--- src/rtl/pong_pkg.sv ---
// Shared types for the pong match controller: FSM encodings and BCD score types.
package pong_pkg;

  localparam logic [2:0] S_NEWGAME  = 3'd0;
  localparam logic [2:0] S_PLAY     = 3'd1;
  localparam logic [2:0] S_NEWBALL  = 3'd2;
  localparam logic [2:0] S_GAMEOVER = 3'd3;

  typedef logic [3:0] bcd_digit_t;

  typedef struct packed {
    bcd_digit_t tens;
    bcd_digit_t ones;
  } score_t;

  function automatic score_t to_bcd(input int v);
    score_t s;
    s.tens = 4'(v / 10);
    s.ones = 4'(v % 10);
    return s;
  endfunction

endpackage

--- src/rtl/bcd_sat_counter.sv ---
// Two-digit BCD counter that saturates at 99; cnt_inc is the would-be value
// after one increment, independent of clear/inc, so callers can look ahead.
module bcd_sat_counter
  import pong_pkg::*;
(
  input  logic   clk,
  input  logic   clear,
  input  logic   inc,
  output score_t cnt,
  output score_t cnt_inc
);

  score_t cnt_q, cnt_d;

  always_comb begin
    cnt_inc = cnt_q;
    if (!(cnt_q.tens == 4'd9 && cnt_q.ones == 4'd9)) begin
      if (cnt_q.ones == 4'd9) begin
        cnt_inc.ones = 4'd0;
        cnt_inc.tens = cnt_q.tens + 4'd1;
      end else begin
        cnt_inc.ones = cnt_q.ones + 4'd1;
      end
    end
  end

  always_comb begin
    cnt_d = cnt_q;
    if (clear)    cnt_d = '0;
    else if (inc) cnt_d = cnt_inc;
  end

  always_ff @(posedge clk) cnt_q <= cnt_d;

  assign cnt = cnt_q;

endmodule

--- src/rtl/pong_match_ctrl.sv ---
// Pong match sequencer: game/ball/wait state machine, per-player BCD scores,
// frame-based wait timer and winner/tie detection.
module pong_match_ctrl
  import pong_pkg::*;
#(
  parameter int NUM_PLAYERS = 2,
  parameter int BALLS       = 9,
  parameter int WIN_SCORE   = 0,
  parameter int WAIT_FRAMES = 120
) (
  input  logic                     clk,
  input  logic                     reset,
  input  logic                     frame_tick,
  input  logic [NUM_PLAYERS-1:0]   up,
  input  logic [NUM_PLAYERS-1:0]   down,
  input  logic [NUM_PLAYERS-1:0]   hit,
  input  logic                     miss,
  output logic [2:0]               state,
  output logic                     gra_still,
  output logic [4:0]               balls_left,
  output logic [8*NUM_PLAYERS-1:0] score,
  output logic [1:0]               winner,
  output logic                     tie,
  output logic                     snd_hit,
  output logic                     snd_over
);

  localparam logic [4:0] BALLS_INIT = 5'(BALLS);
  localparam logic [7:0] WAIT_INIT  = 8'(WAIT_FRAMES);
  localparam score_t     WIN_BCD    = to_bcd(WIN_SCORE);

  logic [2:0] state_q, state_d;
  logic [4:0] balls_q, balls_d;
  logic [7:0] timer_q, timer_d;
  logic       gra_still_q, gra_still_d;
  logic       snd_hit_q, snd_hit_d;
  logic       snd_over_q, snd_over_d;

  score_t [NUM_PLAYERS-1:0] sc, sc_inc;
  logic   [NUM_PLAYERS-1:0] inc;
  logic btn, timer_up, win, clr;

  assign btn      = |{up, down};
  assign timer_up = (timer_q == 8'd0);
  assign inc      = (state_q == S_PLAY) ? hit : '0;

  // Look-ahead on the incremented value so the winning hit ends play immediately
  always_comb begin
    win = 1'b0;
    if (WIN_SCORE != 0)
      for (int i = 0; i < NUM_PLAYERS; i++)
        if (inc[i] && sc_inc[i] == WIN_BCD) win = 1'b1;
  end

  always_comb begin
    state_d = state_q;
    balls_d = balls_q;
    case (state_q)
      S_NEWGAME: begin
        balls_d = BALLS_INIT;
        if (btn) begin
          state_d = S_PLAY;
          balls_d = BALLS_INIT - 5'd1;
        end
      end
      S_PLAY: begin
        if (win) state_d = S_GAMEOVER;
        else if (miss) begin
          if (balls_q == 5'd0) state_d = S_GAMEOVER;
          else begin
            state_d = S_NEWBALL;
            balls_d = balls_q - 5'd1;
          end
        end
      end
      S_NEWBALL:  if (timer_up && btn) state_d = S_PLAY;
      S_GAMEOVER: begin
        if (timer_up) begin
          state_d = S_NEWGAME;
          balls_d = BALLS_INIT;
        end
      end
      default: begin
        state_d = S_NEWGAME;
        balls_d = BALLS_INIT;
      end
    endcase
    if (reset) begin
      state_d = S_NEWGAME;
      balls_d = BALLS_INIT;
    end
  end

  always_comb begin
    timer_d = timer_q;
    if (reset)
      timer_d = 8'd0;
    else if ((state_d == S_NEWBALL || state_d == S_GAMEOVER) && state_d != state_q)
      timer_d = WAIT_INIT;
    else if (frame_tick && !timer_up)
      timer_d = timer_q - 8'd1;
  end

  assign clr         = (state_d == S_NEWGAME);
  assign gra_still_d = (state_d != S_PLAY);
  assign snd_hit_d   = !reset && (|inc);
  assign snd_over_d  = (state_d == S_GAMEOVER) && (timer_d != 8'd0);

  always_ff @(posedge clk) begin
    state_q     <= state_d;
    balls_q     <= balls_d;
    timer_q     <= timer_d;
    gra_still_q <= gra_still_d;
    snd_hit_q   <= snd_hit_d;
    snd_over_q  <= snd_over_d;
  end

  for (genvar g = 0; g < NUM_PLAYERS; g++) begin : g_score
    bcd_sat_counter u_cnt (
      .clk     (clk),
      .clear   (clr),
      .inc     (inc[g]),
      .cnt     (sc[g]),
      .cnt_inc (sc_inc[g])
    );
  end

  // Valid BCD orders the same as binary, so scores compare directly
  always_comb begin
    score_t     best;
    logic [2:0] n_top;
    best   = sc[0];
    winner = 2'd0;
    for (int i = 1; i < NUM_PLAYERS; i++)
      if (sc[i] > best) begin
        best   = sc[i];
        winner = 2'(i);
      end
    n_top = 3'd0;
    for (int i = 0; i < NUM_PLAYERS; i++)
      if (sc[i] == best) n_top = n_top + 3'd1;
    tie = (n_top > 3'd1);
  end

  assign state      = state_q;
  assign gra_still  = gra_still_q;
  assign balls_left = balls_q;
  assign score      = sc;
  assign snd_hit    = snd_hit_q;
  assign snd_over   = snd_over_q;

endmodule

--- config.mk ---
export PLATFORM = sky130hd
export DESIGN_NAME = pong_match_ctrl
export DESIGN_NICKNAME = d
export VERILOG_FILES = /design/src/rtl/pong_pkg.sv /design/src/rtl/bcd_sat_counter.sv /design/src/rtl/pong_match_ctrl.sv
export SDC_FILE = /design/constraint.sdc
export NUM_CORES = 1
export LEC_CHECK = 0
export CAP_MARGIN = 5
export CORE_ASPECT_RATIO = 0.5
export CORE_MARGIN = 2
export CORE_UTILIZATION = 48
export CTS_CLUSTER_DIAMETER = 50
export CTS_CLUSTER_SIZE = 28
export DETAILED_ROUTE_END_ITERATION = 10
export GPL_ROUTABILITY_DRIVEN = 1
export HOLD_SLACK_MARGIN = 0.1
export PLACE_DENSITY = 0.85
export SETUP_SLACK_MARGIN = 0.3
export SLEW_MARGIN = 20
export SYNTH_ARGS = -nofsm -noshare
export SYNTH_HDL_FRONTEND = slang
export SYNTH_SLANG_ARGS = --single-unit
--- constraint.sdc ---
create_clock -name clk -period 1.92 [get_ports clk]
set_input_delay 0.384 -clock clk [delete_from_list [all_inputs] [get_ports clk]]
set_output_delay 0.384 -clock clk [all_outputs]
set_load 0.05 [all_outputs]
==> metrics.txt, run 1 <==
status=finished, violations left; failing checks=setup timing; largest net degree at the start of global routing=17; worst setup margin=-0.338 ns; Die Width=101 µm; port bufs=38; Synth-to-Final Area Change=71.7%; Clock Pin Slew Worst Setup and Hold Paths=0.08 ns; critical path launch point type=flop; type of the worst min-delay path=flop to flop; total die area=5290 µm²; CORE AREA=4450 µm²; Site Rows=17; largest family of logic cells by synthesized area=simple AND/OR/NAND/NOR gates; critical path arrival=1.87 ns; post-route core utilization=0.871; simple-gate share of the synthesized area=0.263; Placer Congestion=0.875; vias in the first global route=2539; TritonCTS clock tree=yes; Max Clk Rate=0.443 GHz; routed via count=2635; Cell Area, Synth=2250 µm²; sequential area share after synthesis=0.311; first-pass GRT wire length=12.1 mm; placed cell count=394; Final Hold Fails=0; TNS Setup=-0.917 ns; fin crit period=2.26 ns; Total GRT Usage=0.298; share of cells above drive strength 1=0.562; drt drc=0; FFs w/ async S/R, synth=0; XOR/XNOR Fraction of Synth Area=0.0894; Slew @ Worst Pin=0.639 ns; CP Cell Sequence=inv_1, ha_1, o21a_1, o21ai_2, a21oi_1, o22a_2, buf_12; TritonRoute pass-1 iters=4; clock root cell=clkbuf_8; Vias/cell=6.17; Detail Route Antenna Nets=0; RSZ-0062 raised after global routing=yes; IO Count=40; Worst path slowest cell=dfxtp_4; Post-DP HPWL=4.47 mm; multiplexer share of the synthesized area=0.0139; DRT Wirelength=8.89 mm; DR WL/cell=20.8 µm; ys flop type=dfxtp_1; Final Max Slew Viols=0; Max VDD drop=1390 µV; crit path max fanout=5; initial antenna violation count=0; yosys synthesis warning count=0; TritonCTS buffer count=5; slowest cell delay on critical path=0.39 ns; #FFs+latches synth=35; Crit path required time=1.54 ns; Clock Path Buffers=2; H-tree Lvls=2; leakage=1.44 nW; Tot Pwr=4.12 mW; non-filler cells, final=427; final setup fails=15; Sink Count=35; Max-slew headroom=0.569; Synth Area in Adders=0.0833; Mapped Cells=270; PD cells=1060 nW/µm²; Overflow after GRT=0; Distinct cells, synth=57; nets@finish=394; # diodes=0; Crit Path Class=flop to primary output; Final Skew=0.00462 ns; final worst path period share=1.18; DIE HEIGHT=52.5 µm; EDFF count, synth=0; Initial DRC Count=123; Starting Density=0.507; syn_area_per_cell=8.35 µm²; compound-cell area share of the yosys netlist=0.177; CP Capture Type=primary output; worst skew pair latency=0.30 ns; Max-Cap Viols=0; WHS=0.557 ns
-- area by class of cell --
type	instances	area [µm²]
repair buffers	102	957
clock inverters	1	5.00
multi-input cells	204	1890
clock buffers	7	108
inverters	21	86.3
flip-flops and latches	35	752
fillers	221	576
well taps	57	71.3
-- power by group --
part	internal [mW]	leakage, nW	switching, mW
clock network	0.368	0.0594	0.306
logic	1.30	1.08	1.24
registers	0.806	0.297	0.0918
-- metrics by stage --
stage | setup WS (ns) | area, µm²
after floorplan | -0.0505 | 2450
after global placement | -0.376 | 3100
after detailed placement | -0.458 | 3100
after CTS | -0.242 | 3620
after global routing | -0.355 | 3870
final | -0.338 | 3870
-- synth_stat cells (3+ instances only) --
cell type / instances / area (µm²)
o21a_1: 4 / 30.0
nor2b_1: 4 / 25.0
xor2_1: 4 / 35.0
o31ai_1: 4 / 30.0
or3_1: 5 / 31.3
nand2_1: 13 / 48.8
ha_1: 15 / 188
inv_1: 21 / 78.8
nor3_1: 7 / 35.0
nor4_1: 3 / 18.8
nand3_1: 7 / 35.0
nor2_1: 28 / 105
or2_2: 3 / 18.8
o21ai_0: 12 / 60.1
nand4b_1: 3 / 26.3
a21oi_1: 20 / 100
nand2b_1: 4 / 25.0
nand4_1: 8 / 50.1
xnor2_1: 19 / 166
clkbuf_1: 5 / 18.8
dfxtp_1: 35 / 701
-- worst paths after layout --
path	end	slack, ns	cells after the start	startpoint
worst min register to register	balls_left[4]$_SDFFE_PP0P_	0.56	2	balls_left[4]$_SDFFE_PP0P_
worst max-delay path	winner[0]	-0.34	7	g_score[0].u_cnt.cnt[2]$_SDFFE_PN0P_
worst min-delay path	balls_left[4]$_SDFFE_PP0P_	0.56	2	balls_left[4]$_SDFFE_PP0P_
worst max register to register	snd_over$_DFF_P_	-0.07	6	timer_q[1]$_DFF_P_
-- per-layer routing --
layer  wire [µm]  GRT usage  share of wire  vias up
met2        4570      0.576           0.51      145
li1            -          -              -     1159
met5           0          0              0        -
met4         457      0.158          0.051        0
met3         502     0.0613          0.056       54
met1        3360      0.311           0.38     1277
-- cell usage in the layout (no fill, tap or decap), types with 5 or more instances in the layout --
| cell type | netlist | final |
|---|---|---|
| buf_6 | 1 | 20 |
| dfxtp_1 | 35 | 8 |
| nor2_1 | 28 | 16 |
| xnor2_2 | 0 | 6 |
| dfxtp_4 | 0 | 7 |
| nand4_1 | 8 | 8 |
| ha_1 | 15 | 11 |
| clkdlybuf4s15_1 | 0 | 5 |
| inv_1 | 21 | 16 |
| a21oi_2 | 0 | 11 |
| nand2_1 | 13 | 12 |
| dlygate4sd2_1 | 0 | 7 |
| clkbuf_8 | 0 | 6 |
| a21oi_1 | 20 | 8 |
| nor2_4 | 0 | 9 |
| nand3_1 | 7 | 6 |
| buf_4 | 2 | 54 |
| clkdlybuf4s50_1 | 0 | 5 |
| xnor2_1 | 19 | 13 |
| dfxtp_2 | 0 | 20 |
| o21ai_0 | 12 | 5 |
-- repair_timing --
item,in CTS,in global routing
hold buffers,0,0
setup endpoints to repair,48,38
pin swaps,25,14
buffers inserted,15,9
cloned,0,1
gates resized for setup,103,34
-- state kept, by name, indices dropped and copies added (netlist names) --
name / count
g_score.u_cnt.cnt: 16
timer_q: 8
balls_left: 5
state: 3
gra_still: 1
snd_hit: 1
snd_over: 1
-- logic make-up (layout without fill, tap and decap cells) --
group | Yosys count | in the layout
AND/OR/NAND/NOR | 103 | 103
AO/OA/AOI/OAI | 58 | 58
multiplexers | 3 | 3
flip-flops | 35 | 35
other | 1 | 2
buffers and inverters | 32 | 131
XOR/XNOR | 23 | 23
adder cells (fa/ha/maj) | 15 | 15
-- worst max-delay path, delay by kind of cell, from the launching register on --
family	cells	cell delay, ns
AO/OA/AOI/OAI	4	0.60
adder cells (fa/ha/maj)	1	0.35
buffers and inverters	2	0.24
flip-flops	1	0.39
Power figures use the tool's default switching activity.
==> run 2, diff against run 1 <==
Settings changed: SKIP_CTS_REPAIR_TIMING from default to 1.
==> run 2 against run 1 <==
Against the previous run:
- the flow still finishes with violations (setup timing)
- register-to-register slack better by 0.03 ns
- combinational power decreased by 21%
- utilization shrank 5.1 points
- total power decreased by 13%
- routed wire length decreased by 19%
- first-iteration DRC count shrank 41%
- worst hold slack lost 0.038 ns
- highest routed layer unchanged
==> metrics.txt, run 2 (synthesis gave the netlist of run 1 again) <==
crit path max fanout=2 (was 5); worst setup margin=-0.256 ns (was -0.338 ns); dpl ws=-0.458 ns (unchanged); start point of the critical path=g_score[0].u_cnt.cnt[1]$_SDFFE_PN0P_ (was g_score[0].u_cnt.cnt[2]$_SDFFE_PN0P_); RSZ-0062 raised after global routing=yes (unchanged); Tot Pwr=3.58 mW (was 4.12 mW); H-tree Lvls=2 (unchanged); placed cell count=394 (unchanged); Placer Congestion=0.875 (unchanged); drt drc=0 (unchanged); IO Count=40 (unchanged); nets@finish=375 (was 394); critical path arrival=1.79 ns (was 1.87 ns); critical path launch point type=flop (unchanged); CP Capture Type=primary output (unchanged); Die Width=101 µm (unchanged); Vias/cell=5.86 (was 6.17); Max VDD drop=1090 µV (was 1390 µV); Sink Count=35 (unchanged); Slew @ Worst Pin=0.559 ns (was 0.639 ns); largest net degree at the start of global routing=17 (unchanged); TNS Setup=-0.470 ns (was -0.917 ns); highest routed layer=met4 (unchanged); # diodes=0 (unchanged); max FFs per register=16 (unchanged); sequential share of power=0.253 (was 0.218); Clock Pin Slew Worst Setup and Hold Paths=0.07 ns (was 0.08 ns); Crit Path Class=flop to primary output (unchanged); Crit path required time=1.54 ns (about the same); Initial DRC Count=73 (was 123); Site Rows=17 (unchanged); non-filler cells, final=408 (was 427); CP Cell Sequence=inv_4, ha_4, nor2b_4, o21a_1, o21ai_2, a21oi_1, o22a_2, buf_12 (was inv_1, ha_1, o21a_1, o21ai_2, a21oi_1, o22a_2, buf_12); TritonCTS buffer count=5 (unchanged); clock root cell=clkbuf_8 (unchanged); DR WL/cell=17.6 µm (was 20.8 µm); commonest non-fill, non-tap cells in the layout=buf_4, dfxtp_2, nor2_1, dlymetal6s2s_1, inv_1 (was buf_4, dfxtp_2, buf_6); FF-to-FF path depth=8 (was 6); Int Pwr=2.18 mW (was 2.48 mW); share of cells above drive strength 1=0.507 (was 0.562); end of the critical path=winner[0] (unchanged); leakage=1.54 nW (was 1.44 nW); port bufs=38 (unchanged); worst skew pair latency=0.29 ns (was 0.30 ns); TritonRoute pass-1 iters=4 (unchanged); Overflow after GRT=0 (unchanged); final setup fails=10 (was 15); switching share of power=0.392 (was 0.398); worst reg2reg setup slack=-0.04 ns (was -0.07 ns); Total GRT Usage=0.240 (was 0.298); DRT Wirelength=7.18 mm (was 8.89 mm); met3 WL post-DR=329 µm (was 502 µm); commonest non-fill, non-tap cell in the layout=buf_4 (unchanged); NetSw=1.40 mW (was 1.64 mW); Detail Route Antenna Nets=0 (unchanged); M1 WL=2.83 mm (was 3.36 mm); RR Startpoint=timer_q[1]$_DFF_P_ (unchanged); PD cells=983 nW/µm² (was 1060 nW/µm²); Gate power share=0.565 (was 0.618); clock power share=0.182 (was 0.164); slowest cell delay on critical path=0.36 ns (was 0.39 ns); routed via count=2390 (was 2635); met2 wire length=3.78 mm (was 4.57 mm); Worst path slowest cell=dfxtp_4 (unchanged); Final Hold Fails=0 (unchanged); initial antenna violation count=0 (unchanged); Post-DP HPWL=4.47 mm (unchanged); TritonCTS clock tree=yes (unchanged); first-pass GRT wire length=9.94 mm (was 12.1 mm); Max-Cap Viols=0 (unchanged); failing checks=setup timing (unchanged); final worst path period share=1.13 (was 1.18); Starting Density=0.507 (unchanged); FF-to-FF End=snd_over$_DFF_P_ (unchanged); total die area=5290 µm² (unchanged); Clock Path Buffers=2 (unchanged); Max-slew headroom=0.623 (was 0.569); Final Skew=0.00241 ns (was 0.00462 ns); status=finished, violations left (unchanged); CORE AREA=4450 µm² (unchanged); vias in the first global route=2172 (was 2539); Synth-to-Final Area Change=61.7% (was 71.7%); type of the worst min-delay path=flop to flop (unchanged); Max Clk Rate=0.460 GHz (was 0.443 GHz); DIE HEIGHT=52.5 µm (unchanged); Final Max Slew Viols=0 (unchanged); fin crit period=2.18 ns (was 2.26 ns)
-- run 2: cell count changes in the layout (fill, tap and decap cells not counted), moves of 3 or more --
| cell | previous run | this run |
|---|---|---|
| a21oi_1 | 8 | 11 |
| clkdlybuf4s15_1 | 5 | 0 |
| clkdlybuf4s15_2 | 4 | 0 |
| nor2_2 | 3 | 8 |
| dlymetal6s2s_1 | 0 | 17 |
| buf_4 | 54 | 50 |
| dlygate4sd2_1 | 7 | 0 |
| a21oi_2 | 11 | 8 |
| nor2_4 | 9 | 3 |
| buf_6 | 20 | 7 |
-- run 2: power groups by stage --
stage	registers (mW)	clock network [mW]	logic, mW
after CTS	0.887	0.659	1.48
final	0.906	0.652	2.02
after global routing	0.914	0.700	2.14
after global placement	0.896	0	1.42
after detailed placement	0.903	0	1.46
after floorplan	0.930	0	1.00
-- run 2: per-layer routing --
layer / up-vias / global-route usage
met5: - / 0
met4: 0 / 0.0833
met3: 29 / 0.0467
met2: 78 / 0.462
met1: 1160 / 0.270
li1: 1123 / -
-- run 2: through the flow --
step	utilization	instance area [µm²]	hold WS, ns
2_1_floorplan	-	2450	0.468
3_3_place_gp	0.696	3100	0.487
3_5_place_dp	0.696	3100	0.498
4_1_cts	0.722	3210	0.507
5_1_grt	0.820	3640	0.536
6_report	0.820	3640	0.519
-- run 2: critical path: cells and delay by family, from the launching register on --
family	cells	cell delay, ns
buffers and inverters	2	0.18
adders and majority gates	1	0.21
DFF	1	0.36
AOI/OAI and AO/OA	4	0.63
and+or+nand+nor	1	0.12
-- run 2: final cells by class --
type / count / area (µm²)
multi-input combinational: 204 / 1820
timing repair buffer: 83 / 802
sequential: 35 / 753
clock buffer: 7 / 108
clock inverter: 1 / 5.00
inverter: 21 / 88.8
tap: 57 / 71.3
fill: 270 / 802
-- run 2: worst min path at each step --
stage                                     from                         end  slack [ns]  cells after the start
finish              balls_left[0]$_SDFFE_PP1P_  balls_left[0]$_SDFFE_PP1P_        0.52                      1
global placement    balls_left[2]$_SDFFE_PP0P_  balls_left[2]$_SDFFE_PP0P_        0.49                      2
global route        balls_left[0]$_SDFFE_PP1P_  balls_left[0]$_SDFFE_PP1P_        0.54                      1
floorplan                                reset            state[1]$_DFF_P_        0.47                      1
CTS                 balls_left[2]$_SDFFE_PP0P_  balls_left[2]$_SDFFE_PP0P_        0.51                      2
detailed placement  balls_left[2]$_SDFFE_PP0P_  balls_left[2]$_SDFFE_PP0P_        0.50                      2
